<file path="src/rtl/spi_reg_pkg.sv">
// Shared types and constants for the SPI register slave:
// FSM encoding, instruction field order, word-count codes.
package spi_reg_pkg;

   typedef enum logic [2:0] {
      IDLE,
      INSTR,
      WDATA,
      RFETCH,
      RDATA,
      DONE
   } state_t;

   // Field positions in transmission order within the instruction.
   localparam int RW_IDX   = 0;
   localparam int W1_IDX   = 1;
   localparam int W0_IDX   = 2;
   localparam int ADDR_IDX = 3;

   localparam logic [1:0] W1W0_STREAM = 2'b11;

endpackage

</file>
<file path="src/rtl/spi_edge_sync.sv">
// Synchronises sclk/csb/sdi into clk; emits one-clk edge pulses.
// Ports: sclk/csb/sdi in; sclk_rise/fall, csb_rise/fall, sdi_smp out.
module spi_edge_sync #(
   parameter int SYNC_STAGES = 2
) (
   input  logic clk,
   input  logic rstb,
   input  logic sclk,
   input  logic csb,
   input  logic sdi,
   output logic sclk_rise,
   output logic sclk_fall,
   output logic csb_fall,
   output logic csb_rise,
   output logic sdi_smp
);

   logic [SYNC_STAGES-1:0] sclk_q;
   logic [SYNC_STAGES-1:0] csb_q;
   logic [SYNC_STAGES-1:0] sdi_q;
   logic                   sclk_d;
   logic                   csb_d;

   // csb resets to its deasserted level so release
   // of reset never looks like a chip-select edge.
   always_ff @(posedge clk or negedge rstb) begin
      if (!rstb) begin
         sclk_q <= '0;
         csb_q  <= '1;
         sdi_q  <= '0;
         sclk_d <= 1'b0;
         csb_d  <= 1'b1;
      end else begin
         sclk_q <= {sclk_q[SYNC_STAGES-2:0], sclk};
         csb_q  <= {csb_q[SYNC_STAGES-2:0], csb};
         sdi_q  <= {sdi_q[SYNC_STAGES-2:0], sdi};
         sclk_d <= sclk_q[SYNC_STAGES-1];
         csb_d  <= csb_q[SYNC_STAGES-1];
      end
   end

   assign sclk_rise = sclk_q[SYNC_STAGES-1] & ~sclk_d;
   assign sclk_fall = ~sclk_q[SYNC_STAGES-1] & sclk_d;
   assign csb_rise  = csb_q[SYNC_STAGES-1] & ~csb_d;
   assign csb_fall  = ~csb_q[SYNC_STAGES-1] & csb_d;
   // Same depth as sclk, so it is the bit present at the sclk rise.
   assign sdi_smp   = sdi_q[SYNC_STAGES-1];

endmodule

</file>
<file path="src/rtl/spi_reg_slave.sv">
// Oversampled SPI slave driving a register-file port (R/W, W1:W0, addr).
// Ports: SPI sclk/csb/sdi/sdo/sdo_oe; reg_addr, wr_data/wr_stb, rd_stb/rd_data.
module spi_reg_slave
   import spi_reg_pkg::*;
#(
   parameter int ADDR_W      = 13,
   parameter int DATA_W      = 8,
   parameter int LSB_FIRST   = 0,
   parameter int SYNC_STAGES = 2
) (
   input  logic              clk,
   input  logic              rstb,
   input  logic              sclk,
   input  logic              csb,
   input  logic              sdi,
   input  logic              ascend,
   output logic              sdo,
   output logic              sdo_oe,
   output logic [ADDR_W-1:0] reg_addr,
   output logic [DATA_W-1:0] wr_data,
   output logic              wr_stb,
   output logic              rd_stb,
   input  logic [DATA_W-1:0] rd_data,
   output logic              busy
);

   localparam int IW = ADDR_W + 3;
   localparam int CW = $clog2((IW > DATA_W ? IW : DATA_W) + 1);
   localparam logic [CW-1:0] INS_LAST  = CW'(IW - 1);
   localparam logic [CW-1:0] WORD_LAST = CW'(DATA_W - 1);

   logic sclk_rise, sclk_fall, csb_fall, csb_rise, sdi_smp;

   spi_edge_sync #(.SYNC_STAGES(SYNC_STAGES)) u_sync (
      .clk       (clk),
      .rstb      (rstb),
      .sclk      (sclk),
      .csb       (csb),
      .sdi       (sdi),
      .sclk_rise (sclk_rise),
      .sclk_fall (sclk_fall),
      .csb_fall  (csb_fall),
      .csb_rise  (csb_rise),
      .sdi_smp   (sdi_smp)
   );

   state_t            state, nxt;
   logic [CW-1:0]     cnt;
   logic [IW-2:0]     ins;
   logic [IW-1:0]     ins_nx;
   logic [DATA_W-1:0] rx, rx_nx, tx, tx_sh;
   logic [ADDR_W-1:0] addr, addr_dec, addr_step;
   logic [1:0]        w_fld, left;
   logic              dir, stream, more, fetch_ph;
   logic              ins_last, word_last;

   assign ins_nx    = {ins, sdi_smp};
   assign w_fld     = {ins_nx[IW-1-W1_IDX], ins_nx[IW-1-W0_IDX]};
   assign ins_last  = sclk_rise && cnt == INS_LAST;
   assign word_last = sclk_rise && cnt == WORD_LAST;
   assign more      = stream || left != 2'd0;
   assign addr_step = dir ? addr + 1'b1 : addr - 1'b1;

   assign rx_nx = (LSB_FIRST != 0) ? {sdi_smp, rx[DATA_W-1:1]}
                                   : {rx[DATA_W-2:0], sdi_smp};
   assign tx_sh = (LSB_FIRST != 0) ? {1'b0, tx[DATA_W-1:1]}
                                   : {tx[DATA_W-2:0], 1'b0};

   // Address bits arrive in the configured order; first bit lands highest.
   always_comb begin
      addr_dec = '0;
      for (int i = 0; i < ADDR_W; i++)
         addr_dec[i] = (LSB_FIRST != 0) ? ins_nx[ADDR_W-1-i] : ins_nx[i];
   end

   always_ff @(posedge clk or negedge rstb) begin
      if (!rstb) state <= IDLE;
      else       state <= nxt;
   end

   always_comb begin
      nxt = state;
      if (state != IDLE && csb_rise) begin
         nxt = IDLE;
      end else begin
         case (state)
            IDLE:   if (csb_fall) nxt = INSTR;
            INSTR:  if (ins_last)
                       nxt = ins_nx[IW-1-RW_IDX] ? RFETCH : WDATA;
            WDATA:  if (word_last) nxt = more ? WDATA : DONE;
            RFETCH: if (fetch_ph) nxt = RDATA;
            RDATA:  if (word_last) nxt = more ? RFETCH : DONE;
            DONE:   nxt = DONE;
            default: nxt = IDLE;
         endcase
      end
   end

   assign rd_stb   = (state == RFETCH) && !fetch_ph;
   assign busy     = (state != IDLE);
   assign reg_addr = addr;
   assign sdo      = sdo_oe & ((LSB_FIRST != 0) ? tx[0] : tx[DATA_W-1]);

   always_ff @(posedge clk or negedge rstb) begin
      if (!rstb) begin
         cnt      <= '0;
         ins      <= '0;
         rx       <= '0;
         tx       <= '0;
         addr     <= '0;
         dir      <= 1'b0;
         stream   <= 1'b0;
         left     <= 2'd0;
         fetch_ph <= 1'b0;
         wr_stb   <= 1'b0;
         wr_data  <= '0;
         sdo_oe   <= 1'b0;
      end else begin
         wr_stb <= 1'b0;
         // Step only after the strobe so reg_addr is stable under it.
         if (wr_stb) addr <= addr_step;
         if (state != IDLE && csb_rise) begin
            cnt      <= '0;
            fetch_ph <= 1'b0;
            sdo_oe   <= 1'b0;
         end else begin
            case (state)
               IDLE: begin
                  cnt      <= '0;
                  fetch_ph <= 1'b0;
                  sdo_oe   <= 1'b0;
               end
               INSTR: if (sclk_rise) begin
                  ins <= ins_nx[IW-2:0];
                  cnt <= cnt + 1'b1;
                  if (ins_last) begin
                     cnt    <= '0;
                     addr   <= addr_dec;
                     dir    <= ascend;
                     left   <= w_fld;
                     stream <= (w_fld == W1W0_STREAM);
                  end
               end
               WDATA: if (sclk_rise) begin
                  rx  <= rx_nx;
                  cnt <= cnt + 1'b1;
                  if (word_last) begin
                     cnt     <= '0;
                     wr_stb  <= 1'b1;
                     wr_data <= rx_nx;
                     if (!stream && left != 2'd0) left <= left - 2'd1;
                  end
               end
               RFETCH: begin
                  fetch_ph <= ~fetch_ph;
                  if (fetch_ph) begin
                     tx     <= rd_data;
                     sdo_oe <= 1'b1;
                  end
               end
               RDATA: begin
                  // The fall before the first data rise must not shift.
                  if (sclk_fall && cnt != '0) tx <= tx_sh;
                  if (sclk_rise) begin
                     cnt <= cnt + 1'b1;
                     if (word_last) begin
                        cnt  <= '0;
                        addr <= addr_step;
                        if (!stream && left != 2'd0) left <= left - 2'd1;
                        if (!more) sdo_oe <= 1'b0;
                     end
                  end
               end
               DONE: sdo_oe <= 1'b0;
               default: cnt <= '0;
            endcase
         end
      end
   end

endmodule

</file>
<file path="config.mk">
export PLATFORM = sky130hd
export DESIGN_NAME = spi_reg_slave
export DESIGN_NICKNAME = d
export VERILOG_FILES = /design/src/rtl/spi_reg_pkg.sv /design/src/rtl/spi_edge_sync.sv /design/src/rtl/spi_reg_slave.sv
export SDC_FILE = /design/constraint.sdc
export NUM_CORES = 1
export LEC_CHECK = 0
export CAP_MARGIN = 10
export CORE_MARGIN = 5
export CORE_UTILIZATION = 52
export CTS_CLUSTER_SIZE = 24
export DETAILED_ROUTE_END_ITERATION = 16
export PLACE_DENSITY = 0.82
export SYNTH_ARGS = -nofsm -noshare
export SYNTH_HDL_FRONTEND = slang
export SYNTH_SLANG_ARGS = --single-unit
</file>
<file path="constraint.sdc">
create_clock -name clk -period 3.3 [get_ports clk]
set_clock_uncertainty 0.1 [all_clocks]
set_input_delay 0.66 -clock clk [delete_from_list [all_inputs] [get_ports clk]]
set_output_delay 0.66 -clock clk [all_outputs]
set_load 0.03 [all_outputs]
</file>
# Yosys cells after proc, flatten, opt, wreduce, memory -nomap -nowiden
# Index checks and enable logic that the tools add are counted.
# totals
reg_bits,74
in_bits,14
output_inout_bits,26
elab_cells,132
# op_classes
addsub,4
n_eq_ne,25
n_mux,45
n_bitwise,11
reduce_logical,29
# ops
op,count
two-way mux 13 bit,7
one-hot mux 13 bit (2 select lines),1
two-way mux 5 bit,5
two-way mux 3 bit,8
inequality test 3 bit (second input constant),8
one-hot mux 3 bit (6 select lines),1
two-way mux 8 bit,2
one-hot mux 8 bit (2 select lines),1
one-hot mux 5 bit (3 select lines),1
adder 13 x 1 -> 13 bit (second input constant),1
subtractor 13 x 1 -> 13 bit (second input constant),1
AND reduction 4 bit,3
two-way mux 1 bit,11
two-way mux 2 bit,5
AND reduction 5 bit,2
AND reduction 3 bit,3
inequality test 2 x 1 -> 1 bit (second input constant),4
inequality test 2 bit (second input constant),4
AND reduction 7 bit,1
== test 3 x 2 -> 1 bit (second input constant),2
== test 3 bit (second input constant),2
logical AND 1 bit,6
inverter 1 bit,6
nonzero test 2 bit,3
18 further kinds,26

# Longest topological paths before layout
# Gate-level depths: netlist of the first run.
# logic_depth
ltp_word,7
ltp_mapped,9
mapped_depth_nobuf,9

# Cells and area by module
# Synthesis of the first run repeated with hierarchy kept, for this count alone.
# hier_totals
cells_unflattened,403
area_unflattened_um2,3911.3
# by_module_without_submodules
mod,n_inst,cells_per_inst,area_per_inst_um2,seq_area_each_um2
spi_reg_slave,1,391,3672.3,1651.6
spi_edge_sync,1,12,239.0,203.9

# Least setup slack after synthesis of the first run
# No wires, ideal clock.
# synth_path
kind,reg-to-reg
start,register dir
end,"register addr[12], in the netlist reg_addr[12]"
setup_time_ns,0.094
arrival_time_ns,2.453
path_slack_ns,0.653
stages_incl_launch_ff,9
path_buffers,0
period_less_slack_ns,2.647
path_cell_list,dfrtp_1 > inv_1 > ha_1 > nor2b_1 > o2111a_1 > a2111oi_0 > o21ai_0 > o221a_2 > a211oi_1
# synth_via
elab_chain_len,6
word_cells_on_any_way,8
cone_classes,8 x mux
# synth_rtl
item,line,text
"start, declared",spi_reg_slave.sv:54,"logic dir, stream, more, fetch_ph;"
"start signal, assigned",spi_reg_slave.sv:139,dir <= ascend;
two-way mux 13 bit *,spi_reg_slave.sv:62,assign addr_step = dir ? addr + 1'b1 : addr - 1'b1;
two-way mux 13 bit,spi_reg_slave.sv:121,if (wr_stb) addr <= addr_step;
two-way mux 13 bit (on tied branches),"spi_reg_slave.sv:166, spi_reg_slave.sv:136",
two-way mux 13 bit (on tied branches),"spi_reg_slave.sv:164, spi_reg_slave.sv:133",
one-hot mux 13 bit (2 select lines),spi_reg_slave.sv:127,case (state)
two-way mux 13 bit *,spi_reg_slave.sv:122,if (state != IDLE && csb_rise) begin
"end signal, assigned",spi_reg_slave.sv:121,
"end signal, assigned",spi_reg_slave.sv:138,addr <= addr_dec;
"end signal, assigned",spi_reg_slave.sv:168,addr <= addr_step;
"end, declared",spi_reg_slave.sv:52,"logic [ADDR_W-1:0] addr, addr_dec, addr_step;"
# Every way passes the cells marked *; elsewhere a longest branch is shown, timed or not.
# A chain may end at the register's enable or synchronous reset.

# Worst setup path after layout of the first run
# layout_path
start,register state[2]
end,output port rd_stb
# layout_via
elab_chain_len,2
# layout_rtl
item,line,text
"start, declared",spi_reg_slave.sv:47,"state_t state, nxt;"
"start signal, assigned",spi_reg_slave.sv:78,else state <= nxt;
== test 3 x 2 -> 1 bit,spi_reg_slave.sv:99,assign rd_stb = (state == RFETCH) && !fetch_ph;
logical AND 1 bit,spi_reg_slave.sv:99,
"end, declared",spi_reg_slave.sv:22,"output logic rd_stb,"
# No other way between the ends.

==> results of run 1 <==
## kinds of logic after synthesis
logic type / Yosys count / share of synthesized area
AO/OA/AOI/OAI: 107 / 0.187
XOR/XNOR: 7 / 0.0155
adder cells (fa/ha/maj): 16 / 0.0525
buffers and inverters: 28 / 0.0307
flip-flops: 74 / 0.469
multiplexers: 37 / 0.103
AND/OR/NAND/NOR: 102 / 0.143
## power by group through the flow
stage               clock (mW)  combinational, mW  sequential [mW]
global placement             0              0.604             1.18
finish                   0.647              0.625             1.17
CTS                      0.657              0.626             1.17
global route             0.701              0.694             1.19
detailed placement           0              0.622             1.19
floorplan                    0              0.487             1.12
## routing by layer
layer  global-route usage  vias up  part of all wire
met4               0.0682        0             0.016
met2                0.297       90              0.47
li1                     -     1468                 -
met3               0.0495       13             0.054
met1                0.242     1468              0.46
met5                    0        -                 0
## through the flow
stage          hold WS [ps]  cell area [um^2]   util  total power [mW]
2_1_floorplan           231              3960      -              1.61
3_3_place_gp            233              4460  0.608              1.78
3_5_place_dp            236              4460  0.608              1.81
4_1_cts                 255              4640  0.633              2.45
5_1_grt                 266              4640  0.633              2.58
6_report                253              4640  0.633              2.44
## layout make-up
type | count | area, um^2
Inverter | 13 | 48.8
Multi-Input combinational cell | 269 | 1990
Timing Repair Buffer | 47 | 445
Fill cell | 573 | 2690
Clock buffer | 11 | 141
Sequential cell | 74 | 1860
Clock inverter | 5 | 38.8
Tap cell | 99 | 124
## critical path: cells and delay by family, from the launching register on
family	cells	cell delay [ps]
buf+inv	1	700
simple gates	2	720
flops	1	550
## placed cells by master, fill, tap and decap left out, types with 2 or more instances in the layout
cell type / n
sky130_fd_sc_hd__a211o_1: 3
sky130_fd_sc_hd__a22oi_1: 10
sky130_fd_sc_hd__or2_2: 3
sky130_fd_sc_hd__nand2_1: 27
sky130_fd_sc_hd__nor3_1: 7
sky130_fd_sc_hd__dfrtp_1: 71
sky130_fd_sc_hd__nor2b_1: 9
sky130_fd_sc_hd__and2_1: 2
sky130_fd_sc_hd__a221o_1: 2
sky130_fd_sc_hd__xor2_1: 5
sky130_fd_sc_hd__nand4_1: 3
sky130_fd_sc_hd__nand3b_1: 2
sky130_fd_sc_hd__o21a_1: 6
sky130_fd_sc_hd__dfstp_2: 3
sky130_fd_sc_hd__nor2_1: 16
sky130_fd_sc_hd__a2111oi_0: 2
sky130_fd_sc_hd__inv_1: 13
sky130_fd_sc_hd__mux2i_1: 7
sky130_fd_sc_hd__a21o_1: 4
sky130_fd_sc_hd__nand2b_1: 6
sky130_fd_sc_hd__a21oi_1: 15
sky130_fd_sc_hd__a211oi_1: 8
sky130_fd_sc_hd__o2111a_1: 2
sky130_fd_sc_hd__nand3_1: 8
sky130_fd_sc_hd__clkbuf_8: 10
sky130_fd_sc_hd__ha_1: 15
sky130_fd_sc_hd__o21ai_0: 35
sky130_fd_sc_hd__clkdlybuf4s50_1: 38
sky130_fd_sc_hd__mux2_2: 30
sky130_fd_sc_hd__clkinv_4: 2
sky130_fd_sc_hd__o31ai_1: 3
sky130_fd_sc_hd__buf_4: 8
sky130_fd_sc_hd__or4_1: 2
sky130_fd_sc_hd__o211ai_1: 3
sky130_fd_sc_hd__xnor2_1: 2
sky130_fd_sc_hd__or3_1: 4
sky130_fd_sc_hd__o31a_1: 3
## final timing paths
kind | cells after the start | start | to
max in group asynchronous | 2 | rstb | left[1]$_DFFE_PN0P_
setup / recovery | 3 | state[2]$_DFFE_PN0P_ | rd_stb
hold / removal | 0 | u_sync.sdi_q[0]$_DFF_PN0_ | u_sync.sdi_q[1]$_DFF_PN0_
min in group asynchronous | 1 | rstb | tx[7]$_DFFE_PN0P_
hold reg to reg | 0 | u_sync.sdi_q[0]$_DFF_PN0_ | u_sync.sdi_q[1]$_DFF_PN0_
setup reg to reg | 8 | dir$_DFFE_PN0P_ | reg_addr[12]$_DFF_PN0_
## synth_stat cells, drive strengths merged, types with 2 or more instances
master and n:
a2111oi 3, a211o 3, a211oi 8, a21o 4
a21oi 16, a221o 2, a22oi 10, and2 2
buf 8, clkbuf 7, dfrtp 71, dfstp 3
ha 15, inv 13, mux2 30, mux2i 7
nand2 27, nand2b 6, nand3 8, nand3b 2
nand4 3, nor2 16, nor2b 9, nor3 7
o2111a 2, o211ai 3, o21a 6, o21ai 35
o31a 3, o31ai 3, or2 4, or3 4
or4 3, xnor2 2, xor2 5
## sequential cells by signal, indices dropped and copies added, names as in the netlist
register,cells
wr_stb,1
fetch_ph,1
stream,1
tx,8
cnt,5
sdo_oe,1
dir,1
rx,7
left,2
u_sync.sclk_q,2
ins,15
u_sync.csb_q,2
reg_addr,13
u_sync.sdi_q,2
state,3
u_sync.sclk_d,1
u_sync.csb_d,1
wr_data,8
==> flow_summary.rst, run 1 <==
.. list-table::
   :header-rows: 1

   * - Metric
     - Value
   * - Status
     - finished, final reports clean
   * - Height of the chip
     - 97.2 um
   * - Total detailed-routing wirelength
     - 8400 um
   * - Clock Root Buffer
     - sky130_fd_sc_hd__clkbuf_8
   * - Final setup slack of the worst path
     - 217 ps
   * - Slowest stage delay, CP
     - 700 ps
   * - Area inside the core boundary
     - 0.00733 mm^2
   * - Clock share of power
     - 0.265
   * - Internal Dissipation
     - 1.61 mW
   * - Switch Pwr
     - 0.827 mW
   * - Peak VDD IR
     - 0.310 mV
   * - DIE WIDTH
     - 97.2 um
   * - Number of top-level pins
     - 40
   * - Hold Fails Final Rpt
     - 0
   * - Portion of the post-synthesis area used by sequential elements
     - 0.469
   * - RSZ-0062 raised after global routing
     - no
   * - Final HPWL DP
     - 6000 um
   * - Number of iterations in the first detailed-routing pass
     - 5
   * - First-pass GRT wire length
     - 14,600 um
   * - Yosys cell types
     - 61
   * - Post-synth EDFFs
     - 0
   * - DR iter-0 viols
     - 171
   * - MaxCap Viol Count
     - 0
   * - Routed len/inst
     - 16.2 um
   * - Gate count of the mapped netlist
     - 371
   * - GR Util All Layers
     - 0.186
   * - Net total in the final layout
     - 444
   * - Slack of the worst reg-to-reg path
     - 470 ps
   * - CTS tree
     - done
   * - Most used flip-flop cell after synthesis
     - sky130_fd_sc_hd__dfrtp_1
   * - Largest cells by area after synthesis
     - sky130_fd_sc_hd__dfrtp_1, sky130_fd_sc_hd__mux2_2, sky130_fd_sc_hd__ha_1
   * - Async set-or-reset flop fraction in the synthesized netlist
     - 1.00
   * - Post CTS Setup Buffer Count
     - 0
   * - Total clock buffers created by CTS
     - 9
   * - Largest net degree at the start of global routing
     - 47
   * - Antenna violation net count after detailed routing
     - 0
   * - Site Rows
     - 31
   * - Via Count
     - 3,039
   * - Area grow syn2layout
     - 17.2%
   * - Total negative slack
     - 0 ps
   * - Die Area
     - 0.00946 mm^2
   * - Fraction of the cycle the final worst path needs
     - 0.934
   * - Worst-path clk slew
     - 80 ps
   * - HP Class
     - flip-flop to flip-flop
   * - Worst-skew pair later-pin latency
     - 350 ps
   * - Number of hold buffers added after CTS
     - 0
   * - Yosys warning count
     - 0
   * - Final cell count without fillers
     - 518
   * - Number of placed instances with taps included
     - 502
   * - Initial standard-cell utilization of the core
     - 0.540
   * - Category of the worst setup path launch point
     - flip-flop
   * - FF+latch count, synth
     - 74
   * - Type of element capturing the critical path
     - output port
   * - Number of failing setup endpoints in the final timing report
     - 0
   * - Cell type contributing the most total cell area after synthesis
     - sky130_fd_sc_hd__dfrtp_1
   * - Number of inserted diodes
     - 0
   * - DRC violation count after routing
     - 0
   * - Combinational group share of total power
     - 0.256
   * - Post-synthesis average cell area
     - 10.7 um^2
   * - Post-CTS Resized
     - 0
   * - Least-Margin Pin Slew
     - 976 ps
   * - CP Data Required Time
     - 2540 ps
   * - Number of buffer cells added on primary ports
     - 39
   * - Final GP Congestion
     - 0.916
   * - Antenna violations before repair
     - 0
   * - Vias in the first global route
     - 3,054
   * - Relative max-transition margin
     - 0.349
   * - Clock buffer depth
     - 2
   * - Layout cells sized above 1
     - 0.160
   * - Power per Cell Area
     - 526 mW/mm^2
   * - Synth Cell Area
     - 0.00396 mm^2
   * - Slowest-stage cell, CP
     - sky130_fd_sc_hd__clkdlybuf4s50_1
   * - Critical path type
     - flip-flop to output port
   * - Net switching share of the total power
     - 0.339
   * - Number of pins with negative max-slew slack in the final report
     - 0
   * - Total gr overflow
     - 0
   * - Pre-CTS worst setup slack
     - 465 ps
   * - Clock tree sinks
     - 74
   * - Standby leakage power
     - 2.09 nW
   * - Crit path cell chain
     - nor2b_1 -> and3b_1 -> clkdlybuf4s50_1
   * - Max Fanout on Critical Path
     - 16
   * - H-tree Lvls
     - 3
   * - Data arrival time of the critical path
     - 2320 ps
   * - Final critical delay including setup and external delays
     - 3080 ps
   * - Max Freq
     - 324 MHz
   * - Net count of the mapped netlist
     - 401
   * - Part of the total power dissipated in sequential elements
     - 0.479
   * - Fraction of post-synthesis cell area in the top cell type by area
     - 0.449
   * - Avg Vias per Cell
     - 5.87
Note: power is estimated with default switching activity, not from simulation.
==> run 2, diff against run 1 <==
--- a/config.mk
+++ b/config.mk
@@ -7,10 +7,10 @@
 export LEC_CHECK = 0
 export CAP_MARGIN = 10
 export CORE_MARGIN = 5
-export CORE_UTILIZATION = 52
+export CORE_UTILIZATION = 45
 export CTS_CLUSTER_SIZE = 24
 export DETAILED_ROUTE_END_ITERATION = 16
-export PLACE_DENSITY = 0.82
+export PLACE_DENSITY = 0.73
 export SYNTH_ARGS = -nofsm -noshare
 export SYNTH_HDL_FRONTEND = slang
 export SYNTH_SLANG_ARGS = --single-unit
==> flow_summary.rst, run 2 (synthesis gave the netlist of run 1 again) <==
.. list-table::
   :header-rows: 1

   * - Metric
     - Value
   * - Vias in the first global route
     - 3,125 (+2.3%)
   * - Final total power
     - 2.55 mW (+4.4%)
   * - Final HPWL DP
     - 5840 um (-2.7%)
   * - Site Rows
     - 34 (+9.7%)
   * - Area inside the core boundary
     - 0.00864 mm^2 (+18%)
   * - MaxCap Viol Count
     - 0 (unchanged)
   * - Height of the chip
     - 104 um (+6.7%)
   * - Number of iterations in the first detailed-routing pass
     - 4 (-1)
   * - Power per Cell Area
     - 545 mW/mm^2 (+3.6%)
   * - Post-route met1 wirelength
     - 3780 um (-1.6%)
   * - Total negative slack
     - 0 ps (unchanged)
   * - DR top layer
     - met4
   * - Slowest-stage cell, CP
     - sky130_fd_sc_hd__dfrtp_1
   * - Final GP Congestion
     - 0.850 (-7.2%)
   * - Layout cells sized above 1
     - 0.160 (+0.000383)
   * - DIE WIDTH
     - 104 um (+6.7%)
   * - Least-Margin Pin Slew
     - 924 ps (-52.0 ps)
   * - Clock tree sinks
     - 74 (unchanged)
   * - Total clock buffers created by CTS
     - 9 (unchanged)
   * - GR Util All Layers
     - 0.160 (-0.0254)
   * - Slowest stage delay, CP
     - 450 ps (-250 ps)
   * - RSZ-0062 raised after global routing
     - no
   * - Via Count
     - 3,095 (+1.8%)
   * - Worst-path clk slew
     - 90 ps (about the same)
   * - Initial standard-cell utilization of the core
     - 0.458 (-0.0816)
   * - Met2 layer wire length in the routed design
     - 3930 um (-0.98%)
   * - Max FFs per register
     - 15 (unchanged)
   * - Fraction of the cycle the final worst path needs
     - 0.930 (-0.00460)
   * - Number of inserted diodes
     - 0 (unchanged)
   * - Number of top-level pins
     - 40 (unchanged)
   * - Max Fanout on Critical Path
     - 14 (-2)
   * - Standby leakage power
     - 2.10 nW (+0.31%)
   * - Crit path cell chain
     - inv_1 -> ha_1 -> nor2b_1 -> o2111a_1 -> a2111oi_0 -> o21ai_0 -> o221a_2 -> a211oi_1
   * - CTS tree
     - done
   * - Share of the core filled with cells in the final layout
     - 0.541 (-0.0916)
   * - Hold Fails Final Rpt
     - 0 (unchanged)
   * - Avg Vias per Cell
     - 5.88 (+0.29%)
   * - Final critical delay including setup and external delays
     - 3070 ps (-15.2 ps)
   * - Die Area
     - 0.0108 mm^2 (+14%)
   * - Relative max-transition margin
     - 0.384 (+0.0347)
   * - Status
     - finished, final reports clean
   * - Clock buffer depth
     - 2 (unchanged)
   * - Number of buffer cells added on primary ports
     - 39 (unchanged)
   * - HP Class
     - flip-flop to flip-flop
   * - Clock Root Buffer
     - sky130_fd_sc_hd__clkbuf_8
   * - Critical path type
     - flip-flop to flip-flop
   * - Antenna violation net count after detailed routing
     - 0 (unchanged)
   * - Total length of routed met3 wires
     - 530 um (+18%)
   * - Post CTS Setup Buffer Count
     - 0 (unchanged)
   * - Net total in the final layout
     - 443 (-0.23%)
   * - Number of pins with negative max-slew slack in the final report
     - 0 (unchanged)
   * - Register name with the most flops
     - ins
   * - Pre-CTS worst setup slack
     - 280 ps (-185 ps)
   * - First-pass GRT wire length
     - 14,500 um (about the same)
   * - Highest-count cells in the layout ignoring fill and taps
     - sky130_fd_sc_hd__dfrtp_1, sky130_fd_sc_hd__clkdlybuf4s50_1, sky130_fd_sc_hd__o21ai_0
   * - Number of failing setup endpoints in the final timing report
     - 0 (unchanged)
   * - Number of hold buffers added after CTS
     - 0 (unchanged)
   * - Post-CTS Resized
     - 0 (unchanged)
   * - Antenna violations before repair
     - 0 (unchanged)
   * - Category of the worst setup path launch point
     - flip-flop
   * - Worst-skew pair later-pin latency
     - 360 ps (about the same)
   * - Area grow syn2layout
     - 18.1%
   * - Max Freq
     - 326 MHz (+0.49%)
   * - DR iter-0 viols
     - 163 (-4.7%)
   * - Largest net degree at the start of global routing
     - 75 (+60%)
   * - CP Data Required Time
     - 3470 ps (+930 ps)
   * - Final setup slack of the worst path
     - 232 ps (+15.2 ps)
   * - DRC violation count after routing
     - 0 (unchanged)
   * - Type of element capturing the critical path
     - flip-flop
   * - Fillers
     - 745 (+30%)
   * - Total detailed-routing wirelength
     - 8430 um (+0.38%)
   * - Peak VDD IR
     - 0.323 mV (+4.5%)
   * - Final cell count without fillers
     - 526 (+1.5%)
   * - H-tree Lvls
     - 3 (unchanged)
   * - Most common cell after layout, fill and taps aside
     - sky130_fd_sc_hd__dfrtp_1
   * - Number of placed instances with taps included
     - 510 (+1.6%)
   * - Routed len/inst
     - 16.0 um (-1.1%)
   * - Data arrival time of the critical path
     - 3230 ps (+910 ps)
   * - Total gr overflow
     - 0 (unchanged)
## run 2: through the flow
| step | instance area, um^2 | hold WS (ps) |
|---|---|---|
| after floorplan | 3960 | 231 |
| after global placement | 4470 | 231 |
| after detailed placement | 4470 | 239 |
| after CTS | 4670 | 255 |
| after global routing | 4670 | 267 |
| final | 4670 | 250 |
## run 2: power by group
group / switching, mW / internal [mW] / leakage (nW)
Combinational: 0.338 / 0.277 / 1.03
Clock: 0.391 / 0.363 / 0.0999
Sequential: 0.141 / 1.04 / 0.966
Total: 0.869 / 1.68 / 2.10
## run 2: layout make-up
class / count / area (um^2) / area share
clock buffers: 9 / 124 / 0.0265
well taps: 108 / 135 / 0.0289
flip-flops and latches: 74 / 1860 / 0.397
repair buffers: 46 / 440 / 0.0942
clock inverters: 7 / 85.1 / 0.0182
multi-input cells: 269 / 1990 / 0.425
inverters: 13 / 48.8 / 0.0104
## run 2: critical path: cells and delay by family, from the launching register on
family / cells / cell delay [ps]
AOI/OAI and AO/OA: 5 / 1500
and+or+nand+nor: 1 / 180
adders and majority gates: 1 / 360
buffers and inverters: 1 / 380
DFF: 1 / 450
## run 2: worst paths after layout
| check | startpoint | to | slack (ps) | cells past startpoint |
|---|---|---|---|---|
| setup / recovery | dir$_DFFE_PN0P_ | reg_addr[12]$_DFF_PN0_ | 230 | 8 |
| hold reg to reg | u_sync.sclk_q[0]$_DFF_PN0_ | u_sync.sclk_q[1]$_DFF_PN0_ | 250 | 0 |
| hold / removal | u_sync.sclk_q[0]$_DFF_PN0_ | u_sync.sclk_q[1]$_DFF_PN0_ | 250 | 0 |
| min in group asynchronous | rstb | cnt[3]$_DFFE_PN0P_ | 310 | 1 |
| setup reg to reg | dir$_DFFE_PN0P_ | reg_addr[12]$_DFF_PN0_ | 230 | 8 |
| max in group asynchronous | rstb | wr_data[3]$_DFFE_PN0P_ | 2170 | 1 |
## run 2: metal layers
metal / track usage / vias to the layer above
met3: 0.0417 / 22
met4: 0.0722 / 0
met1: 0.209 / 1518
met5: 0 / -
met2: 0.251 / 96
li1: - / 1459
==> run 3, diff against run 2 <==
--- a/config.mk
+++ b/config.mk
@@ -6,7 +6,6 @@
 export NUM_CORES = 1
 export LEC_CHECK = 0
 export CAP_MARGIN = 10
-export CORE_MARGIN = 5
 export CORE_UTILIZATION = 45
 export CTS_CLUSTER_SIZE = 24
 export DETAILED_ROUTE_END_ITERATION = 16
==> flow_summary.rst, run 3 (synthesis gave the netlist of run 1 again) <==
.. list-table::
   :header-rows: 1

   * - Metric
     - Value
   * - Status
     - finished, final reports clean
   * - RSZ-0062 raised after global routing
     - no
   * - Slowest stage delay, CP
     - 700 ps (+250 ps)
   * - Clock tree sinks
     - 74 (unchanged)
   * - Highest-count cells in the layout ignoring fill and taps
     - sky130_fd_sc_hd__dfrtp_1, sky130_fd_sc_hd__clkdlybuf4s50_1, sky130_fd_sc_hd__o21ai_0
   * - Area grow syn2layout
     - 18.2% (about the same)
   * - Worst-path clk slew
     - 80 ps (about the same)
   * - Number of top-level pins
     - 40 (unchanged)
   * - Height of the chip
     - 95.8 um (-7.7%)
   * - CP Data Required Time
     - 2540 ps (-930 ps)
   * - Most common cell after layout, fill and taps aside
     - sky130_fd_sc_hd__dfrtp_1
   * - Antenna violations before repair
     - 0 (unchanged)
   * - Post CTS Setup Buffer Count
     - 0 (unchanged)
   * - Clock Root Buffer
     - sky130_fd_sc_hd__clkbuf_8
   * - Power per Cell Area
     - 539 mW/mm^2 (-1.1%)
   * - Layout cells sized above 1
     - 0.160 (unchanged)
   * - Count of buffer and inverter cells on the critical path
     - 1 (unchanged)
   * - Vias in the first global route
     - 2,800 (-10%)
   * - Number of iterations in the first detailed-routing pass
     - 4 (unchanged)
   * - Total negative slack
     - 0 ps (unchanged)
   * - Clock buffer depth
     - 2 (unchanged)
   * - CTS tree
     - done
   * - Number of failing setup endpoints in the final timing report
     - 0 (unchanged)
   * - Total detailed-routing wirelength
     - 8150 um (-3.3%)
   * - Multi-input combinational cell area
     - 0.00199 mm^2 (unchanged)
   * - GR Util All Layers
     - 0.194 (+0.0333)
   * - DRC violation count after routing
     - 0 (unchanged)
   * - Fraction of the cycle the final worst path needs
     - 0.908 (-0.0221)
   * - Standby leakage power
     - 2.10 nW (+0.23%)
   * - Least-Margin Pin Slew
     - 714 ps (-210 ps)
   * - Via Count
     - 2,983 (-3.6%)
   * - Final critical delay including setup and external delays
     - 3000 ps (-72.8 ps)
   * - Initial standard-cell utilization of the core
     - 0.472 (+0.0139)
   * - Register name with the most flops
     - ins
   * - Site Rows
     - 33 (-2.9%)
   * - Largest net degree at the start of global routing
     - 75 (unchanged)
   * - Relative max-transition margin
     - 0.524 (+0.140)
   * - Peak VDD IR
     - 0.369 mV (+14%)
   * - Area inside the core boundary
     - 0.00838 mm^2 (-2.9%)
   * - Total clock buffers created by CTS
     - 9 (unchanged)
   * - Max Fanout on Critical Path
     - 16 (+2)
   * - Data arrival time of the critical path
     - 2240 ps (-990 ps)
   * - Net total in the final layout
     - 443 (unchanged)
   * - Final GP Congestion
     - 0.852 (+0.27%)
   * - Number of pins with negative max-slew slack in the final report
     - 0 (unchanged)
   * - Final HPWL DP
     - 5810 um (-0.57%)
   * - Total gr overflow
     - 0 (unchanged)
   * - H-tree Lvls
     - 3 (unchanged)
   * - Share of the core filled with cells in the final layout
     - 0.558 (+0.0167)
   * - Crit path cell chain
     - nor2b_1 -> and3b_1 -> clkdlybuf4s50_1
   * - Type of element capturing the critical path
     - output port
   * - Slowest-stage cell, CP
     - sky130_fd_sc_hd__clkdlybuf4s50_1
   * - Hold Fails Final Rpt
     - 0 (unchanged)
   * - First-pass GRT wire length
     - 13,500 um (-6.9%)
   * - Antenna violation net count after detailed routing
     - 0 (unchanged)
   * - Number of hold buffers added after CTS
     - 0 (unchanged)
   * - Avg Vias per Cell
     - 5.70 (-3.1%)
   * - HP Class
     - primary input to asynchronous set/reset pin
   * - Category of the worst setup path launch point
     - flip-flop
   * - Post-CTS Resized
     - 0 (unchanged)
   * - Number of inserted diodes
     - 0 (unchanged)
   * - Max FFs per register
     - 15 (unchanged)
   * - MaxCap Viol Count
     - 0 (unchanged)
   * - Critical path type
     - flip-flop to output port
   * - Die Area
     - 0.00917 mm^2 (-15%)
   * - Number of buffer cells added on primary ports
     - 39 (unchanged)
   * - Combined flip-flop and latch cell area
     - 0.00186 mm^2 (unchanged)
   * - Max Freq
     - 334 MHz (+2.4%)
   * - Routed len/inst
     - 15.6 um (-2.8%)
   * - DIE WIDTH
     - 95.8 um (-7.7%)
   * - Pre-CTS worst setup slack
     - 432 ps (+152 ps)
   * - DR iter-0 viols
     - 130 (-20%)
   * - Worst-skew pair later-pin latency
     - 350 ps (about the same)
   * - Final setup slack of the worst path
     - 305 ps (+72.8 ps)
   * - Fillers
     - 712 (-4.4%)
   * - Critical path's top delay family
     - buffers and inverters
[run 3: changes by cell type in the layout (fill, tap and decap cells not counted), sizes merged]
cell      previous run  this run
inv                 16        17
clkinvlp             2         1
[run 3: final timing paths]
kind | from | to | slack, ps | cells after the start
setup / recovery | state[2]$_DFFE_PN0P_ | rd_stb | 300 | 3
hold / removal | rstb | tx[6]$_DFFE_PN0P_ | 230 | 2
setup reg to reg | dir$_DFFE_PN0P_ | reg_addr[12]$_DFF_PN0_ | 390 | 8
hold reg to reg | u_sync.csb_q[0]$_DFF_PN1_ | u_sync.csb_q[1]$_DFF_PN1_ | 260 | 0
max in group asynchronous | rstb | u_sync.csb_d$_DFF_PN1_ | 2520 | 2
min in group clk | u_sync.csb_q[0]$_DFF_PN1_ | u_sync.csb_q[1]$_DFF_PN1_ | 260 | 0
[run 3: layer usage]
| layer | wire length, um | track usage | vias up |
|---|---|---|---|
| met2 | 3570 | 0.292 | 64 |
| met1 | 4120 | 0.274 | 1448 |
| met5 | 0 | 0 | - |
| li1 | - | - | 1464 |
| met3 | 370 | 0.0569 | 7 |
| met4 | 84 | 0.0460 | 0 |
[run 3: stage by stage]
step                total power, mW  hold WS [ps]  cell area (um^2)  cells
detailed placement             1.81           238              4470    507
global placement               1.78           232              4470    507
global route                   2.68           242              4680    523
floorplan                      1.61           231              3960    371
finish                         2.52           235              4680    523
CTS                            2.54           249              4680    523
[run 3: cell type report]
cell class	count	share of cell area
timing repair buffer	46	0.0963
tap	105	0.0281
clock inverter	7	0.0174
inverter	13	0.0104
multi-input combinational	269	0.425
clock buffer	9	0.0265
sequential	74	0.397
[run 3: power by group]
part / internal [mW] / switching (mW) / leakage [nW]
registers: 1.04 / 0.131 / 0.966
clock network: 0.361 / 0.369 / 0.101
logic: 0.280 / 0.343 / 1.03
total: 1.68 / 0.843 / 2.10
